==> src/rtl/mc_ctrl_pkg.sv <==
// ---------------------------------------------------------------------------
// mc_ctrl_pkg
// Shared definitions for the multicycle MIPS controller:
//   - FSM state encodings (state_t)
//   - opcode / func field constants
//   - ALU function codes and datapath mux select constants
//   - ctrl_t: the bundle of control strobes produced per state
//   - op_is_legal(): opcode legality check used by DECODE
// Optional feature macro: MULTICYCLE_CTRL_JUMP_EN (makes opcode 000010 legal).
// ---------------------------------------------------------------------------
package mc_ctrl_pkg;

    typedef enum logic [3:0] {
        S_IDLE     = 4'd0,
        S_FETCH    = 4'd1,
        S_DECODE   = 4'd2,
        S_EXEC_R   = 4'd3,
        S_R_WB     = 4'd4,
        S_EXEC_I   = 4'd5,
        S_I_WB     = 4'd6,
        S_MEM_ADDR = 4'd7,
        S_MEM_RD   = 4'd8,
        S_MEM_WB   = 4'd9,
        S_MEM_WR   = 4'd10,
        S_BRANCH   = 4'd11,
        S_JUMP     = 4'd12
    } state_t;

    localparam logic [5:0] OP_RTYPE = 6'b000000;
    localparam logic [5:0] OP_LW    = 6'b100011;
    localparam logic [5:0] OP_SW    = 6'b101011;
    localparam logic [5:0] OP_ADDI  = 6'b001000;
    localparam logic [5:0] OP_BEQ   = 6'b000100;
    localparam logic [5:0] OP_J     = 6'b000010;

    localparam logic [5:0] FN_ADD = 6'b100000;
    localparam logic [5:0] FN_SUB = 6'b100010;
    localparam logic [5:0] FN_AND = 6'b100100;
    localparam logic [5:0] FN_OR  = 6'b100101;
    localparam logic [5:0] FN_SLT = 6'b101010;

    localparam logic [2:0] ALU_ADD = 3'd0;
    localparam logic [2:0] ALU_SUB = 3'd1;
    localparam logic [2:0] ALU_AND = 3'd2;
    localparam logic [2:0] ALU_OR  = 3'd3;
    localparam logic [2:0] ALU_SLT = 3'd4;

    localparam logic [1:0] SRCB_RT      = 2'd0;
    localparam logic [1:0] SRCB_FOUR    = 2'd1;
    localparam logic [1:0] SRCB_IMM     = 2'd2;
    localparam logic [1:0] SRCB_IMM_SH2 = 2'd3;

    localparam logic [1:0] PCSRC_ALU    = 2'd0;
    localparam logic [1:0] PCSRC_ALUOUT = 2'd1;
    localparam logic [1:0] PCSRC_JUMP   = 2'd2;

    typedef struct packed {
        logic       pc_write;
        logic       pc_write_cond;
        logic       i_or_d;
        logic       mem_read;
        logic       mem_write;
        logic       ir_write;
        logic       mem_to_reg;
        logic       reg_dst;
        logic       reg_write;
        logic       alu_src_a;
        logic [1:0] alu_src_b;
        logic [1:0] pc_source;
        logic [2:0] alu_code;
        logic       illegal_op;
        logic       mem_timeout;
    } ctrl_t;

    // True when DECODE has a successor state for this opcode.
    function automatic logic op_is_legal(input logic [5:0] op);
        logic legal;
        case (op)
            OP_RTYPE, OP_LW, OP_SW, OP_ADDI, OP_BEQ: legal = 1'b1;
`ifdef MULTICYCLE_CTRL_JUMP_EN
            OP_J:                                    legal = 1'b1;
`endif
            default:                                 legal = 1'b0;
        endcase
        return legal;
    endfunction

endpackage

==> src/rtl/multicycle_controller_if.sv <==
// ---------------------------------------------------------------------------
// multicycle_controller_if
// Bundles the IR fields, memory handshake and all datapath control strobes
// of the multicycle controller.
//   master : the controller (reads op/func/zero/mem_ready, drives controls)
//   slave  : the datapath side (drives op/func/zero/mem_ready, reads controls)
// Parameters: ALUOP_W (alu_op width), STATE_W (state_o width).
// ---------------------------------------------------------------------------
interface multicycle_controller_if #(
    parameter int ALUOP_W = 3,
    parameter int STATE_W = 4
);
    logic [5:0]         op;
    logic [5:0]         func;
    logic               zero;
    logic               mem_ready;
    logic               pc_write;
    logic               pc_write_cond;
    logic               i_or_d;
    logic               mem_read;
    logic               mem_write;
    logic               ir_write;
    logic               mem_to_reg;
    logic               reg_dst;
    logic               reg_write;
    logic               alu_src_a;
    logic [1:0]         alu_src_b;
    logic [1:0]         pc_source;
    logic [ALUOP_W-1:0] alu_op;
    logic               illegal_op;
    logic               mem_timeout;
    logic [STATE_W-1:0] state_o;

    modport master (
        input  op, func, zero, mem_ready,
        output pc_write, pc_write_cond, i_or_d, mem_read, mem_write, ir_write,
               mem_to_reg, reg_dst, reg_write, alu_src_a, alu_src_b, pc_source,
               alu_op, illegal_op, mem_timeout, state_o
    );

    modport slave (
        output op, func, zero, mem_ready,
        input  pc_write, pc_write_cond, i_or_d, mem_read, mem_write, ir_write,
               mem_to_reg, reg_dst, reg_write, alu_src_a, alu_src_b, pc_source,
               alu_op, illegal_op, mem_timeout, state_o
    );
endinterface

==> src/rtl/mc_alu_decode.sv <==
// ---------------------------------------------------------------------------
// mc_alu_decode
// Combinational R-type func decoder.
//   func         in  6  func field (latched copy from the controller)
//   alu_code     out 3  ALU function code (ADD for unsupported func)
//   func_illegal out 1  func is not one of ADD/SUB/AND/OR/SLT
// ---------------------------------------------------------------------------
module mc_alu_decode
    import mc_ctrl_pkg::*;
(
    input  logic [5:0] func,
    output logic [2:0] alu_code,
    output logic       func_illegal
);

    // Map func to an ALU code; anything unknown is flagged.
    always_comb begin
        alu_code     = ALU_ADD;
        func_illegal = 1'b0;
        case (func)
            FN_ADD:  alu_code = ALU_ADD;
            FN_SUB:  alu_code = ALU_SUB;
            FN_AND:  alu_code = ALU_AND;
            FN_OR:   alu_code = ALU_OR;
            FN_SLT:  alu_code = ALU_SLT;
            default: begin
                alu_code     = ALU_ADD;
                func_illegal = 1'b1;
            end
        endcase
    end

endmodule

==> src/rtl/multicycle_controller.sv <==
// ---------------------------------------------------------------------------
// multicycle_controller
// Moore FSM sequencing each MIPS instruction through FETCH / DECODE /
// EXECUTE / MEM / WB, with a bounded wait on the memory-ready handshake.
// Ports:
//   clk    in  rising-edge clock
//   rst_n  in  synchronous active-low reset
//   bus    multicycle_controller_if.master (IR fields, zero, mem_ready in;
//          all datapath control strobes, illegal_op, mem_timeout, state_o out)
// Parameters: ALUOP_W, STATE_W, TIMEOUT (max wait cycles per memory state),
//             CNT_W (wait counter width).
// Optional feature macro: MULTICYCLE_CTRL_JUMP_EN builds the JUMP state.
// ---------------------------------------------------------------------------
module multicycle_controller
    import mc_ctrl_pkg::*;
#(
    parameter int ALUOP_W = 3,
    parameter int STATE_W = 4,
    parameter int TIMEOUT = 15,
    parameter int CNT_W   = 4
) (
    input logic                    clk,
    input logic                    rst_n,
    multicycle_controller_if.master bus
);

    state_t           state_r;
    state_t           state_next_s;
    logic [CNT_W-1:0] wait_cnt_r;
    logic [CNT_W-1:0] wait_cnt_next_s;
    logic [5:0]       op_r;
    logic [5:0]       func_r;
    logic             wait_state_s;
    logic             timeout_s;
    logic             op_legal_s;
    logic [2:0]       alu_code_s;
    logic             func_illegal_s;
    ctrl_t            ctrl_s;
    ctrl_t            ctrl_out_s;

    mc_alu_decode u_alu_decode (
        .func         (func_r),
        .alu_code     (alu_code_s),
        .func_illegal (func_illegal_s)
    );

    // Memory-wait bookkeeping: counter runs only while a memory state stalls.
    always_comb begin
        wait_state_s = (state_r == S_FETCH) || (state_r == S_MEM_RD) ||
                       (state_r == S_MEM_WR);
        // The cycle that would make TIMEOUT stalled cycles is the last one.
        if (wait_state_s && !bus.mem_ready && (wait_cnt_r == CNT_W'(TIMEOUT - 1))) begin
            timeout_s = 1'b1;
        end else begin
            timeout_s = 1'b0;
        end
        // Any exit, completion or timeout retry restarts the count from zero.
        if (wait_state_s && !bus.mem_ready && !timeout_s) begin
            wait_cnt_next_s = wait_cnt_r + CNT_W'(1);
        end else begin
            wait_cnt_next_s = {CNT_W{1'b0}};
        end
        op_legal_s = op_is_legal(bus.op);
    end

    // State register, wait counter and DECODE-time op/func latch.
    always_ff @(posedge clk) begin
        if (!rst_n) begin
            state_r    <= S_IDLE;
            wait_cnt_r <= {CNT_W{1'b0}};
            op_r       <= 6'd0;
            func_r     <= 6'd0;
        end else begin
            state_r    <= state_next_s;
            wait_cnt_r <= wait_cnt_next_s;
            if (state_r == S_DECODE) begin
                op_r   <= bus.op;
                func_r <= bus.func;
            end else begin
                op_r   <= op_r;
                func_r <= func_r;
            end
        end
    end

    // Next-state logic.
    always_comb begin
        state_next_s = state_r;
        case (state_r)
            S_IDLE:  state_next_s = S_FETCH;
            S_FETCH: begin
                if (timeout_s) begin
                    state_next_s = S_FETCH;
                end else if (bus.mem_ready) begin
                    state_next_s = S_DECODE;
                end else begin
                    state_next_s = S_FETCH;
                end
            end
            S_DECODE: begin
                case (bus.op)
                    OP_RTYPE:     state_next_s = S_EXEC_R;
                    OP_LW, OP_SW: state_next_s = S_MEM_ADDR;
                    OP_ADDI:      state_next_s = S_EXEC_I;
                    OP_BEQ:       state_next_s = S_BRANCH;
`ifdef MULTICYCLE_CTRL_JUMP_EN
                    OP_J:         state_next_s = S_JUMP;
`endif
                    default:      state_next_s = S_FETCH;
                endcase
            end
            S_EXEC_R: begin
                if (func_illegal_s) begin
                    state_next_s = S_FETCH;
                end else begin
                    state_next_s = S_R_WB;
                end
            end
            S_R_WB:     state_next_s = S_FETCH;
            S_EXEC_I:   state_next_s = S_I_WB;
            S_I_WB:     state_next_s = S_FETCH;
            S_MEM_ADDR: begin
                // Only lw and sw reach here, so anything not lw is a store.
                if (op_r == OP_LW) begin
                    state_next_s = S_MEM_RD;
                end else begin
                    state_next_s = S_MEM_WR;
                end
            end
            S_MEM_RD: begin
                if (timeout_s) begin
                    state_next_s = S_FETCH;
                end else if (bus.mem_ready) begin
                    state_next_s = S_MEM_WB;
                end else begin
                    state_next_s = S_MEM_RD;
                end
            end
            S_MEM_WB: state_next_s = S_FETCH;
            S_MEM_WR: begin
                if (timeout_s || bus.mem_ready) begin
                    state_next_s = S_FETCH;
                end else begin
                    state_next_s = S_MEM_WR;
                end
            end
            S_BRANCH: state_next_s = S_FETCH;
`ifdef MULTICYCLE_CTRL_JUMP_EN
            S_JUMP:   state_next_s = S_FETCH;
`endif
            default:  state_next_s = S_IDLE;
        endcase
    end

    // Output decode from the registered state; forced quiet while in reset.
    always_comb begin
        ctrl_s = '0;
        case (state_r)
            S_IDLE: ctrl_s = '0;
            S_FETCH: begin
                ctrl_s.mem_read    = 1'b1;
                ctrl_s.ir_write    = bus.mem_ready;
                ctrl_s.pc_write    = bus.mem_ready;
                ctrl_s.alu_src_b   = SRCB_FOUR;
                ctrl_s.alu_code    = ALU_ADD;
                ctrl_s.pc_source   = PCSRC_ALU;
                ctrl_s.mem_timeout = timeout_s;
            end
            S_DECODE: begin
                ctrl_s.alu_src_b  = SRCB_IMM_SH2;
                ctrl_s.alu_code   = ALU_ADD;
                ctrl_s.illegal_op = ~op_legal_s;
            end
            S_EXEC_R: begin
                ctrl_s.alu_src_a  = 1'b1;
                ctrl_s.alu_src_b  = SRCB_RT;
                ctrl_s.alu_code   = alu_code_s;
                ctrl_s.illegal_op = func_illegal_s;
            end
            S_R_WB: begin
                ctrl_s.reg_dst   = 1'b1;
                ctrl_s.reg_write = 1'b1;
            end
            S_EXEC_I, S_MEM_ADDR: begin
                ctrl_s.alu_src_a = 1'b1;
                ctrl_s.alu_src_b = SRCB_IMM;
                ctrl_s.alu_code  = ALU_ADD;
            end
            S_I_WB: ctrl_s.reg_write = 1'b1;
            S_MEM_RD: begin
                ctrl_s.mem_read    = 1'b1;
                ctrl_s.i_or_d      = 1'b1;
                ctrl_s.mem_timeout = timeout_s;
            end
            S_MEM_WB: begin
                ctrl_s.reg_write  = 1'b1;
                ctrl_s.mem_to_reg = 1'b1;
            end
            S_MEM_WR: begin
                ctrl_s.mem_write   = 1'b1;
                ctrl_s.i_or_d      = 1'b1;
                ctrl_s.mem_timeout = timeout_s;
            end
            S_BRANCH: begin
                ctrl_s.alu_src_a     = 1'b1;
                ctrl_s.alu_src_b     = SRCB_RT;
                ctrl_s.alu_code      = ALU_SUB;
                ctrl_s.pc_write_cond = 1'b1;
                ctrl_s.pc_source     = PCSRC_ALUOUT;
            end
`ifdef MULTICYCLE_CTRL_JUMP_EN
            S_JUMP: begin
                ctrl_s.pc_write  = 1'b1;
                ctrl_s.pc_source = PCSRC_JUMP;
            end
`endif
            default: ctrl_s = '0;
        endcase
        if (rst_n) begin
            ctrl_out_s = ctrl_s;
        end else begin
            ctrl_out_s = '0;
        end
    end

    assign bus.pc_write      = ctrl_out_s.pc_write;
    assign bus.pc_write_cond = ctrl_out_s.pc_write_cond;
    assign bus.i_or_d        = ctrl_out_s.i_or_d;
    assign bus.mem_read      = ctrl_out_s.mem_read;
    assign bus.mem_write     = ctrl_out_s.mem_write;
    assign bus.ir_write      = ctrl_out_s.ir_write;
    assign bus.mem_to_reg    = ctrl_out_s.mem_to_reg;
    assign bus.reg_dst       = ctrl_out_s.reg_dst;
    assign bus.reg_write     = ctrl_out_s.reg_write;
    assign bus.alu_src_a     = ctrl_out_s.alu_src_a;
    assign bus.alu_src_b     = ctrl_out_s.alu_src_b;
    assign bus.pc_source     = ctrl_out_s.pc_source;
    assign bus.alu_op        = ALUOP_W'(ctrl_out_s.alu_code);
    assign bus.illegal_op    = ctrl_out_s.illegal_op;
    assign bus.mem_timeout   = ctrl_out_s.mem_timeout;
    assign bus.state_o       = rst_n ? STATE_W'(state_r) : {STATE_W{1'b0}};

endmodule

==> src/flat_wrapper.sv <==
// flat-port wrapper written by rule: the top's interface ports become plain ports
module multicycle_controller_flat import mc_ctrl_pkg::*;
#(
    parameter int ALUOP_W = 3,
    parameter int STATE_W = 4,
    parameter int TIMEOUT = 15,
    parameter int CNT_W   = 4
)
  (clk, rst_n, bus_op, bus_func, bus_zero, bus_mem_ready, bus_pc_write, bus_pc_write_cond, bus_i_or_d, bus_mem_read, bus_mem_write, bus_ir_write, bus_mem_to_reg, bus_reg_dst, bus_reg_write, bus_alu_src_a, bus_alu_src_b, bus_pc_source, bus_alu_op, bus_illegal_op, bus_mem_timeout, bus_state_o);
  multicycle_controller_if #(.ALUOP_W(ALUOP_W), .STATE_W(STATE_W)) bus_i ();
  input logic clk;
  input logic rst_n;
  input wire logic [$bits(bus_i.op)-1:0] bus_op;
  input wire logic [$bits(bus_i.func)-1:0] bus_func;
  input wire logic [$bits(bus_i.zero)-1:0] bus_zero;
  input wire logic [$bits(bus_i.mem_ready)-1:0] bus_mem_ready;
  output wire logic [$bits(bus_i.pc_write)-1:0] bus_pc_write;
  output wire logic [$bits(bus_i.pc_write_cond)-1:0] bus_pc_write_cond;
  output wire logic [$bits(bus_i.i_or_d)-1:0] bus_i_or_d;
  output wire logic [$bits(bus_i.mem_read)-1:0] bus_mem_read;
  output wire logic [$bits(bus_i.mem_write)-1:0] bus_mem_write;
  output wire logic [$bits(bus_i.ir_write)-1:0] bus_ir_write;
  output wire logic [$bits(bus_i.mem_to_reg)-1:0] bus_mem_to_reg;
  output wire logic [$bits(bus_i.reg_dst)-1:0] bus_reg_dst;
  output wire logic [$bits(bus_i.reg_write)-1:0] bus_reg_write;
  output wire logic [$bits(bus_i.alu_src_a)-1:0] bus_alu_src_a;
  output wire logic [$bits(bus_i.alu_src_b)-1:0] bus_alu_src_b;
  output wire logic [$bits(bus_i.pc_source)-1:0] bus_pc_source;
  output wire logic [$bits(bus_i.alu_op)-1:0] bus_alu_op;
  output wire logic [$bits(bus_i.illegal_op)-1:0] bus_illegal_op;
  output wire logic [$bits(bus_i.mem_timeout)-1:0] bus_mem_timeout;
  output wire logic [$bits(bus_i.state_o)-1:0] bus_state_o;
  assign bus_i.op = bus_op;
  assign bus_i.func = bus_func;
  assign bus_i.zero = bus_zero;
  assign bus_i.mem_ready = bus_mem_ready;
  assign bus_pc_write = bus_i.pc_write;
  assign bus_pc_write_cond = bus_i.pc_write_cond;
  assign bus_i_or_d = bus_i.i_or_d;
  assign bus_mem_read = bus_i.mem_read;
  assign bus_mem_write = bus_i.mem_write;
  assign bus_ir_write = bus_i.ir_write;
  assign bus_mem_to_reg = bus_i.mem_to_reg;
  assign bus_reg_dst = bus_i.reg_dst;
  assign bus_reg_write = bus_i.reg_write;
  assign bus_alu_src_a = bus_i.alu_src_a;
  assign bus_alu_src_b = bus_i.alu_src_b;
  assign bus_pc_source = bus_i.pc_source;
  assign bus_alu_op = bus_i.alu_op;
  assign bus_illegal_op = bus_i.illegal_op;
  assign bus_mem_timeout = bus_i.mem_timeout;
  assign bus_state_o = bus_i.state_o;
  multicycle_controller #(.ALUOP_W(ALUOP_W), .STATE_W(STATE_W), .TIMEOUT(TIMEOUT), .CNT_W(CNT_W)) u_core (.clk(clk), .rst_n(rst_n), .bus(bus_i));
endmodule
==> config.mk <==
export PLATFORM = sky130hd
export DESIGN_NAME = multicycle_controller_flat
export DESIGN_NICKNAME = d
export VERILOG_FILES = /design/src/rtl/mc_ctrl_pkg.sv /design/src/rtl/multicycle_controller_if.sv /design/src/rtl/mc_alu_decode.sv /design/src/rtl/multicycle_controller.sv /design/src/flat_wrapper.sv
export SDC_FILE = /design/constraint.sdc
export NUM_CORES = 1
export LEC_CHECK = 0
export CAP_MARGIN = 30
export CORE_UTILIZATION = 37
export DETAILED_ROUTE_END_ITERATION = 8
export PLACE_DENSITY = 0.7
export SLEW_MARGIN = 20
export SYNTH_ARGS = -nofsm -noshare
export SYNTH_HDL_FRONTEND = slang
export SYNTH_SLANG_ARGS = --single-unit
==> constraint.sdc <==
create_clock -name clk -period 4.5 [get_ports clk]
set_input_delay 1.35 -clock clk [delete_from_list [all_inputs] [get_ports clk]]
set_output_delay 1.35 -clock clk [all_outputs]
set_load 0.1 [all_outputs]
Word level (Yosys, flattened, before mapping)
Cells that the tools add are included.
{"block": "op_classes", "bitwise": 1, "muxes": 29, "n_eq_ne": 22, "n_addsub": 1, "n_reduce_logical": 21}
{"cell": "$eq 6x6->1 const B", "count": 8}
{"cell": "$pmux 4 s8", "count": 1}
{"cell": "$eq 4x4->1 const B", "count": 5}
{"cell": "$mux 19", "count": 1}
{"cell": "$eq 4x3->1 const B", "count": 4}
{"cell": "$mux 4", "count": 4}
{"cell": "$pmux 4 s4", "count": 1}
{"cell": "$mux 1", "count": 15}
{"cell": "$reduce_or 5->1", "count": 3}
{"cell": "$pmux 3 s4", "count": 1}
{"cell": "$eq 4x2->1 const B", "count": 2}
{"cell": "$reduce_or 2->1", "count": 4}
{"cell": "$eq 6x3->1 const B", "count": 1}
{"cell": "$eq 6x4->1 const B", "count": 1}
{"cell": "$logic_not 6->1", "count": 1}
{"cell": "$pmux 2 s3", "count": 1}
{"cell": "$pmux 3 s2", "count": 1}
{"cell": "$reduce_or 3->1", "count": 2}
{"cell": "$add 4x1->4 const B", "count": 1}
{"cell": "$eq 4x1->1 const B", "count": 1}
{"cell": "$logic_not 4->1", "count": 1}
{"cell": "$mux 2", "count": 2}
{"cell": "$reduce_or 4->1", "count": 1}
{"cell": "$logic_and 1x1->1", "count": 3}
{"cell": "other kinds (6)", "count": 9}
{"block": "word_totals", "wordCells": 78, "ff_bits": 20, "output_inout_bits": 23, "input_bits": 16}

Depth between registers and ports, before layout
Gate-level depths: netlist of the first run.
{"block": "logic_depth", "word_depth": 9, "depth_mapped": 6, "depth_no_buf": 6}

Modules after synthesis
From an unflattened synthesis of the first run, not the netlist that was laid out.
{"block": "hier_totals", "cells_unflattened": 167, "area_unflattened_um2": 1260.0}
{"module": "multicycle_controller", "instances": 1, "cells_each": 157, "seq_area_each_um2": 400.4, "area_per_inst_um2": 1182.4}
{"module": "mc_alu_decode", "instances": 1, "cells_each": 10, "seq_area_each_um2": 0.0, "area_per_inst_um2": 77.6}

Least setup slack after synthesis of the first run
Ideal clock, no wire load.
{"block": "synth_timing", "path_type": "input to output", "start": "input port rst_n", "end": "output port bus_alu_op[1]", "t_arrival_ns": 4.797, "n_path_buf": 0, "path_stages": 4, "setup_slack_ns": -1.647, "t_required_ns": 3.150, "cell_sequence": "nand2_1 > nor3_1 > nand3_1 > nor4b_1"}
{"block": "synth_between", "elab_chain_cells": 1}
{"item": "from (decl)", "line_no": "flat_wrapper.sv:12", "source": "input logic rst_n;"}
{"item": "$mux 19", "line_no": "multicycle_controller.sv:219", "source": "if (rst_n) begin"}
{"item": "to (decl)", "line_no": "flat_wrapper.sv:29", "source": "output wire logic [$bits(bus_i.alu_op)-1:0] bus_alu_op;"}
No other way between the ends.

Worst setup path after layout of the first run
{"block": "layout_timing", "start": "input port bus_op[1]", "end": "output port bus_illegal_op"}
{"block": "layout_between", "elab_chain_cells": 6}
{"item": "from (decl)", "line_no": "flat_wrapper.sv:13", "source": "input wire logic [$bits(bus_i.op)-1:0] bus_op;"}
{"item": "$eq 6x6->1, or another cell as far along", "line_no": "mc_ctrl_pkg.sv:78", "source": "case (op)"}
{"item": "$reduce_or 5->1 (*)", "line_no": "mc_ctrl_pkg.sv:78"}
{"item": "$mux 1 (*)", "line_no": "mc_ctrl_pkg.sv:78"}
{"item": "$not 1->1 (*)", "line_no": "multicycle_controller.sv:172", "source": "ctrl_s.illegal_op = ~op_legal_s;"}
{"item": "$pmux 1 s2 (*)", "line_no": "multicycle_controller.sv:158", "source": "case (state_r)"}
{"item": "$mux 19 (*)", "line_no": "multicycle_controller.sv:219"}
{"item": "to (decl)", "line_no": "flat_wrapper.sv:30", "source": "output wire logic [$bits(bus_i.illegal_op)-1:0] bus_illegal_op;"}
Mark *: on every way between the ends. The rest lies on a longest branch, timed or not.

==> parameters.txt, run 1 <==
Parameter                              Value

Setup path
  Number of buffers and inverters on the critical path ... 2
  Crit path depth ... 6
  Data required time of the worst path ... approximately 3.2 ns
  Number of cell instances on the worst register-to-register path ... 4
  Chain of cells forming the critical path ... clkdlybuf4s50_1 > or4b_4 > a211oi_4 > o22ai_1 > and2_1 > buf_12
  Arrival time at the worst endpoint ... 3.09 ns
  CP endpoint kind ... output pin
  Family with the most delay on the worst path ... simple AND/OR/NAND/NOR gates
  Largest stage delay on the critical path ... 0.54 ns
  Crit path launch type ... primary input
  Crit Path Class ... in2out
  CP max-delay cell ... sky130_fd_sc_hd__or4b_4
  Largest driver fanout on the critical path ... 4

Timing
  Fmax ... 225 MHz
  Actual transition at the worst max-transition pin ... approximately 0.61 ns
  Setup repair after global routing missed its margin ... no
  Count of final setup violators ... 0
  Max Slew Vio Count ... 0
  Worst rel slew slack ... 59.1%
  Min cycle time layout ... between 4 and 5 ns
  Final Hold Fails ... 0
  Fin Clk Skew ... a little over 0.009 ns
  Total negative slack for setup checks ... 0 ns
  Post-route clock period utilization ... a little over nine tenths

Yosys
  Post-synth design cell area ... 1230 um^2
  Fraction of the yosys area taken by sequential cells ... 32.5%
  Proportion of synthesized flip-flops having asynchronous set or reset ... 0%
  Ys Warns ... 0
  Count of flip-flops with a built-in enable after synthesis ... 0
  Number of distinct library cells after synthesis ... 39
  Number of instances in the synthesized netlist ... 167
  Yosys reg bits ... 20
  Syn avg cell area ... roughly 7.4 um^2
  Synthesized netlist net count ... roughly 190
  Predominant post-synthesis flop cell ... sky130_fd_sc_hd__dfxtp_1

GRT
  All-layer global routing usage ... a little under a fifth
  Overflow after GRT ... 0
  Maximum number of pins on one net before global-route repair ... 23
  Global-route wire length before repair ... between 4000 and 5000 um
  Vias in the first global route ... between 1000 and 1500
  Initial antenna violation count ... 0

Floorplanning
  Ports ... 39
  Initial core utilization ... around two fifths
  Area enclosed by the die boundary ... ~3600 um^2
  Die Span X ... 59.7 um
  Floorplan row count ... 20
  Core area ... 3100 um^2
  Overall die height ... roughly 60 um

Drt
  Via count ... roughly 1300
  Antenna-violating nets left ... 0
  Per-cell via count in the routed design ... approximately 5.2
  Total length of routed wires ... between 2000 and 3000 um
  Detailed router's first-iteration violation count ... 25
  1st-pass router iterations ... 4
  Remaining design rule violation count ... 0
  Detailed-route wire length per cell ... ~12 um

Final layout
  Share of layout cells above drive strength 1 ... a little over a fifth
  Area of all placed cells without fillers ... slightly below 2000 um^2
  Number of diodes ... 0
  Area added between synthesis and finish ... 56.4%
  Number of nets at the end of the flow ... 216
  Number of fillers in the final layout ... between 200 and 300

Power
  Maximum resistive drop on vdd ... roughly 0.15 mV
  Leak pwr ... about 0.7 nW
  Power Density ... 195 nW/um^2

Place
  Global placement routability congestion ... roughly 0.85
  Number of buffers added on ports ... 36
  Post-detailed-placement cell area ... roughly 1900 um^2
  Hpwl dp ... roughly 2400 um

Clocking
  CTS sink cnt ... 20
  Root cell of the clock tree ... sky130_fd_sc_hd__clkbuf_4
  CTS H-tree depth ... 1
  Number of buffers inserted by hold repair at cts ... 0
  Clock-pin slew on the worst setup and hold paths ... roughly 0.090 ns
  TritonCTS clock tree ... yes
  Total clock buffers created by CTS ... 3
  Clock insertion delay at the later pin of the skew report ... between 0.2 and 0.3 ns
  Worst-case clock buffer depth ... 2

Min path
  Hold crit path type ... reg2reg
  Hold Path Cell Cnt ... 2

Outcome
  Run status ... complete, no violations

Run
  Max-cap viol count ... 0
-- report_power, final --
group,leakage [nW],internal (mW),switching (mW)
Clock,0.0210,0.0493,0.0493
Combinational,0.497,0.0361,0.0531
Sequential,0.162,0.181,0.00746
Total,0.680,0.267,0.110
-- what timing repair did --
action / in CTS / in global routing
resized for setup: 0 / 3
setup endpoints to repair: 0 / 1
buffers inserted: 0 / 1
-- registers in the layout, summed over array words and instances (netlist names) --
signal / count
u_core.state_r: 4
u_core.func_r: 6
u_core.op_r: 6
u_core.wait_cnt_r: 4
-- final timing paths --
check                    startpoint           endpoint  slack, ns
setup / recovery          bus_op[1]     bus_illegal_op       0.06
hold / removal     u_core.func_r[4]   u_core.func_r[4]       0.46
setup reg to reg  u_core.state_r[1]  u_core.state_r[3]       2.55
hold reg to reg    u_core.func_r[4]   u_core.func_r[4]       0.46
-- stage by stage --
step | hold WS, ns | worst slack [ns] | utilization, % | instances | power, mW
detailed placement | 0.453 | 0.0635 | 60.3 | 236 | 0.281
floorplan | 0.430 | -0.331 | - | 167 | 0.246
finish | 0.465 | 0.0604 | 62.1 | 241 | 0.376
global placement | 0.441 | 0.0703 | 60.3 | 236 | 0.279
CTS | 0.471 | 0.0543 | 61.5 | 240 | 0.380
global route | 0.490 | 0.0203 | 62.1 | 241 | 0.395
-- logic make-up after synthesis --
family	after synthesis	share of synthesized area [%]
flops	20	32.5
buf+inv	18	6.90
fa+ha+maj	2	2.03
mux	1	0.812
compound gates	35	20.1
other cells	1	0.304
simple gates	87	35.2
xor+xnor	3	2.13
-- layout by cell type (no fill, tap or decap), drive strengths merged, types with 2 or more instances in the layout --
cell type and n:
a31oi 4, a21boi 12, nor3 5, buf 24, or4b 2, xnor2 2
a21oi 4, nor4b 3, nor2b 5, nand2 36, o21ai 4, ha 2
nor2 14, o22ai 4, inv 5, clkbuf 4, and2 5, dfxtp 20
nand3 5, nand2b 6, clkdlybuf4s50 13
-- synthesized netlist by cell type (3+ instances only) --
| library cell | n | area (um^2) |
|---|---|---|
| sky130_fd_sc_hd__inv_1 | 6 | 22.5 |
| sky130_fd_sc_hd__and2_1 | 5 | 31.3 |
| sky130_fd_sc_hd__buf_2 | 5 | 25.0 |
| sky130_fd_sc_hd__nand2b_1 | 6 | 37.5 |
| sky130_fd_sc_hd__a21boi_1 | 4 | 30.0 |
| sky130_fd_sc_hd__nor3_1 | 5 | 25.0 |
| sky130_fd_sc_hd__dfxtp_1 | 20 | 400 |
| sky130_fd_sc_hd__nor2_1 | 14 | 52.6 |
| sky130_fd_sc_hd__o22ai_1 | 4 | 25.0 |
| sky130_fd_sc_hd__a21oi_1 | 4 | 20.0 |
| sky130_fd_sc_hd__a31oi_1 | 4 | 25.0 |
| sky130_fd_sc_hd__buf_4 | 3 | 22.5 |
| sky130_fd_sc_hd__nand2_1 | 36 | 135 |
| sky130_fd_sc_hd__a21boi_0 | 8 | 60.1 |
| sky130_fd_sc_hd__o21ai_0 | 4 | 20.0 |
| sky130_fd_sc_hd__clkbuf_1 | 4 | 15.0 |
| sky130_fd_sc_hd__nor2b_1 | 5 | 31.3 |
| sky130_fd_sc_hd__nand3_1 | 5 | 25.0 |
-- metal layers --
metal	vias to the layer above	GRT usage [%]	wire (um)
met3	4	3.25	146
met5	-	0	0
met2	38	34.9	1540
li1	629	-	-
met1	582	19.5	1250
met4	0	8.64	38
-- area by class of cell --
class                   instances  area, um^2  share of cell area, %
well taps                      44        55.1                   2.86
clock buffers                   4        36.3                   1.88
multi-input cells             129         812                   42.1
repair buffers                 38         598                   31.0
flip-flops and latches         20         400                   20.8
inverters                       6        26.3                   1.36
-- tightest hold or removal path: cells and delay by family (launching register included) --
family | cells | cell delay (ns)
AO/OA/AOI/OAI | 1 | 0.05
AND/OR/NAND/NOR | 1 | 0.05
flip-flops | 1 | 0.32
(Power assumes the default switching activity.)
==> inputs of run 2 (changes only) <==
Clock period 4.5 ns to 5.53 ns, I/O delays scaled along.
==> parameters.txt, run 2 (synthesis gave the netlist of run 1 again) <==
Parameter                              Value

Timing
  Max Slew Vio Count ... 0
  Post-route clock period utilization ... 92.0%
  Fmax ... 196 MHz
  Min cycle time layout ... just over 5 ns
  Final Hold Fails ... 0
  Actual transition at the worst max-transition pin ... roughly 0.63 ns
  Fin Clk Skew ... 0.00100 ns
  Setup repair after global routing missed its margin ... no
  Worst rel slew slack ... between 50% and 60%
  Count of final setup violators ... 0

Drt
  Remaining design rule violation count ... 0
  Antenna-violating nets left ... 0
  Detailed-route wire length per cell ... around 12 um
  Via count ... 1257
  Total length of routed wires ... between 2000 and 3000 um
  Detailed router's first-iteration violation count ... 45
  Per-cell via count in the routed design ... roughly 5.2
  1st-pass router iterations ... 4

Min path
  Beginning of the worst hold path ... u_core.func_r[4]
  Sink of the worst hold path ... u_core.func_r[4]
  Hold crit path type ... reg2reg
  Hold Path Cell Cnt ... 2

Place
  Post-Place Cells ... between 200 and 250
  Global placement routability congestion ... between 0.7 and 0.8
  Hpwl dp ... 2240 um
  Number of buffers added on ports ... 36

Clocking
  Root cell of the clock tree ... sky130_fd_sc_hd__clkbuf_4
  Clock insertion delay at the later pin of the skew report ... 0.30 ns
  Number of post-CTS setup repair buffers ... 0
  Worst-case clock buffer depth ... 2
  Number of buffers inserted by hold repair at cts ... 0
  CTS sink cnt ... 20
  Total clock buffers created by CTS ... 3
  CTS H-tree depth ... 1
  Clock-pin slew on the worst setup and hold paths ... about 0.11 ns
  Gates resized, CTS repair ... 0
  TritonCTS clock tree ... yes

Power
  Maximum resistive drop on vdd ... about 0.14 mV
  Leak pwr ... 0.669 nW
  Power Density ... 186 nW/um^2

Floorplanning
  Area enclosed by the die boundary ... 3570 um^2
  Overall die height ... 59.7 um
  Die Span X ... 59.7 um
  Floorplan row count ... 20
  Core area ... slightly above 3000 um^2
  Initial core utilization ... between 30 and 40%
  Ports ... 39

Run
  Max-cap viol count ... 0

Setup path
  Crit Path Class ... in2out
  Largest driver fanout on the critical path ... 3
  Endpoint of the worst-slack reg-to-reg timing path ... u_core.state_r[3]
  Setup slack of the most critical reg-to-reg path ... ~3.6 ns
  Number of cell instances on the worst register-to-register path ... 4
  R2R Path Start ... u_core.state_r[1]
  CP endpoint kind ... output pin
  Arrival time at the worst endpoint ... ~3.4 ns
  Crit path launch type ... primary input
  Data required time of the worst path ... a little under 4 ns

GRT
  All-layer global routing usage ... between 10% and 20%
  Overflow after GRT ... 0
  Vias in the first global route ... between 1000 and 1500
  Initial antenna violation count ... 0
  Maximum number of pins on one net before global-route repair ... 23
  Global-route wire length before repair ... roughly 5000 um

Outcome
  Run status ... complete, no violations

Final layout
  Number of fillers in the final layout ... 305
  Commonest non-fill, non-tap cell in the layout ... sky130_fd_sc_hd__nand2_1
  Area added between synthesis and finish ... 49.3%
  Commonest non-fill, non-tap cells in the layout ... 36 x sky130_fd_sc_hd__nand2_1, 20 x sky130_fd_sc_hd__dfxtp_1, 19 x sky130_fd_sc_hd__buf_12
  Filler-free cell count of the finished design ... 240
  Regs by FF count ... u_core.func_r (6), u_core.op_r (6)
  Core occupancy in the finished layout ... approximately three fifths
  Number of nets at the end of the flow ... between 200 and 250
  Number of diodes ... 0
  Share of layout cells above drive strength 1 ... between 15 and 20%
run 2: worst max path at each step:
stage | startpoint | slack, ns | to
floorplan | rst_n | -1.24 | bus_alu_op[1]
global placement | bus_op[0] | 0.49 | bus_illegal_op
detailed placement | rst_n | 0.43 | bus_alu_op[2]
CTS | rst_n | 0.42 | bus_alu_op[2]
global route | rst_n | 0.31 | bus_alu_op[2]
finish | rst_n | 0.44 | bus_alu_op[2]
run 2: cell type report:
type / instances / area [um^2] / share of cell area, %
Inverter: 6 / 22.5 / 1.22
Tap cell: 44 / 55.1 / 2.99
Timing Repair Buffer: 37 / 551 / 29.9
Clock inverter: 1 / 30.0 / 1.63
Multi-Input combinational cell: 129 / 759 / 41.3
Clock buffer: 3 / 22.5 / 1.22
Sequential cell: 20 / 400 / 21.8
run 2: critical path: stages:
cell and delay [ns]:
sky130_fd_sc_hd__clkdlybuf4s50_1 0.48, sky130_fd_sc_hd__nand2_1 0.09, sky130_fd_sc_hd__nor3_1 0.22, sky130_fd_sc_hd__nand3_1 0.14
sky130_fd_sc_hd__nor4b_1 0.58, sky130_fd_sc_hd__buf_12 0.26
run 2: where the power goes:
group          switching [mW]  internal [mW]  leakage, nW  total, mW
sequential            0.00577          0.147        0.162      0.153
combinational          0.0421         0.0285        0.479     0.0706
clock                  0.0460         0.0732       0.0279      0.119
total                  0.0939          0.249        0.669      0.343
run 2: layer usage:
metal / up-vias / part of all wire, % / track usage (%)
met5: - / 0 / 0
met4: 0 / 1.8 / 6.98
met3: 4 / 3.1 / 2.60
met2: 33 / 53 / 36.2
met1: 593 / 42 / 19.0
li1: 627 / - / -
run 2: stage by stage:
stage	worst slack (ns)	area, um^2	total power [mW]	TNS (ns)	hold slack, ns
after global placement	0.485	1790	0.225	0	0.440
after global routing	0.306	1840	0.359	0	0.508
after detailed placement	0.429	1790	0.227	0	0.449
final	0.441	1840	0.343	0	0.464
after CTS	0.422	1840	0.347	0	0.465
after floorplan	-1.24	1240	0.199	-2.84	0.430
==> inputs of run 3 (changes only) <==
Settings changed: CAP_MARGIN 30 to 20.
==> results of run 3 <==
Same layout as run 2: the final DEF is identical, and so are final timing and power.
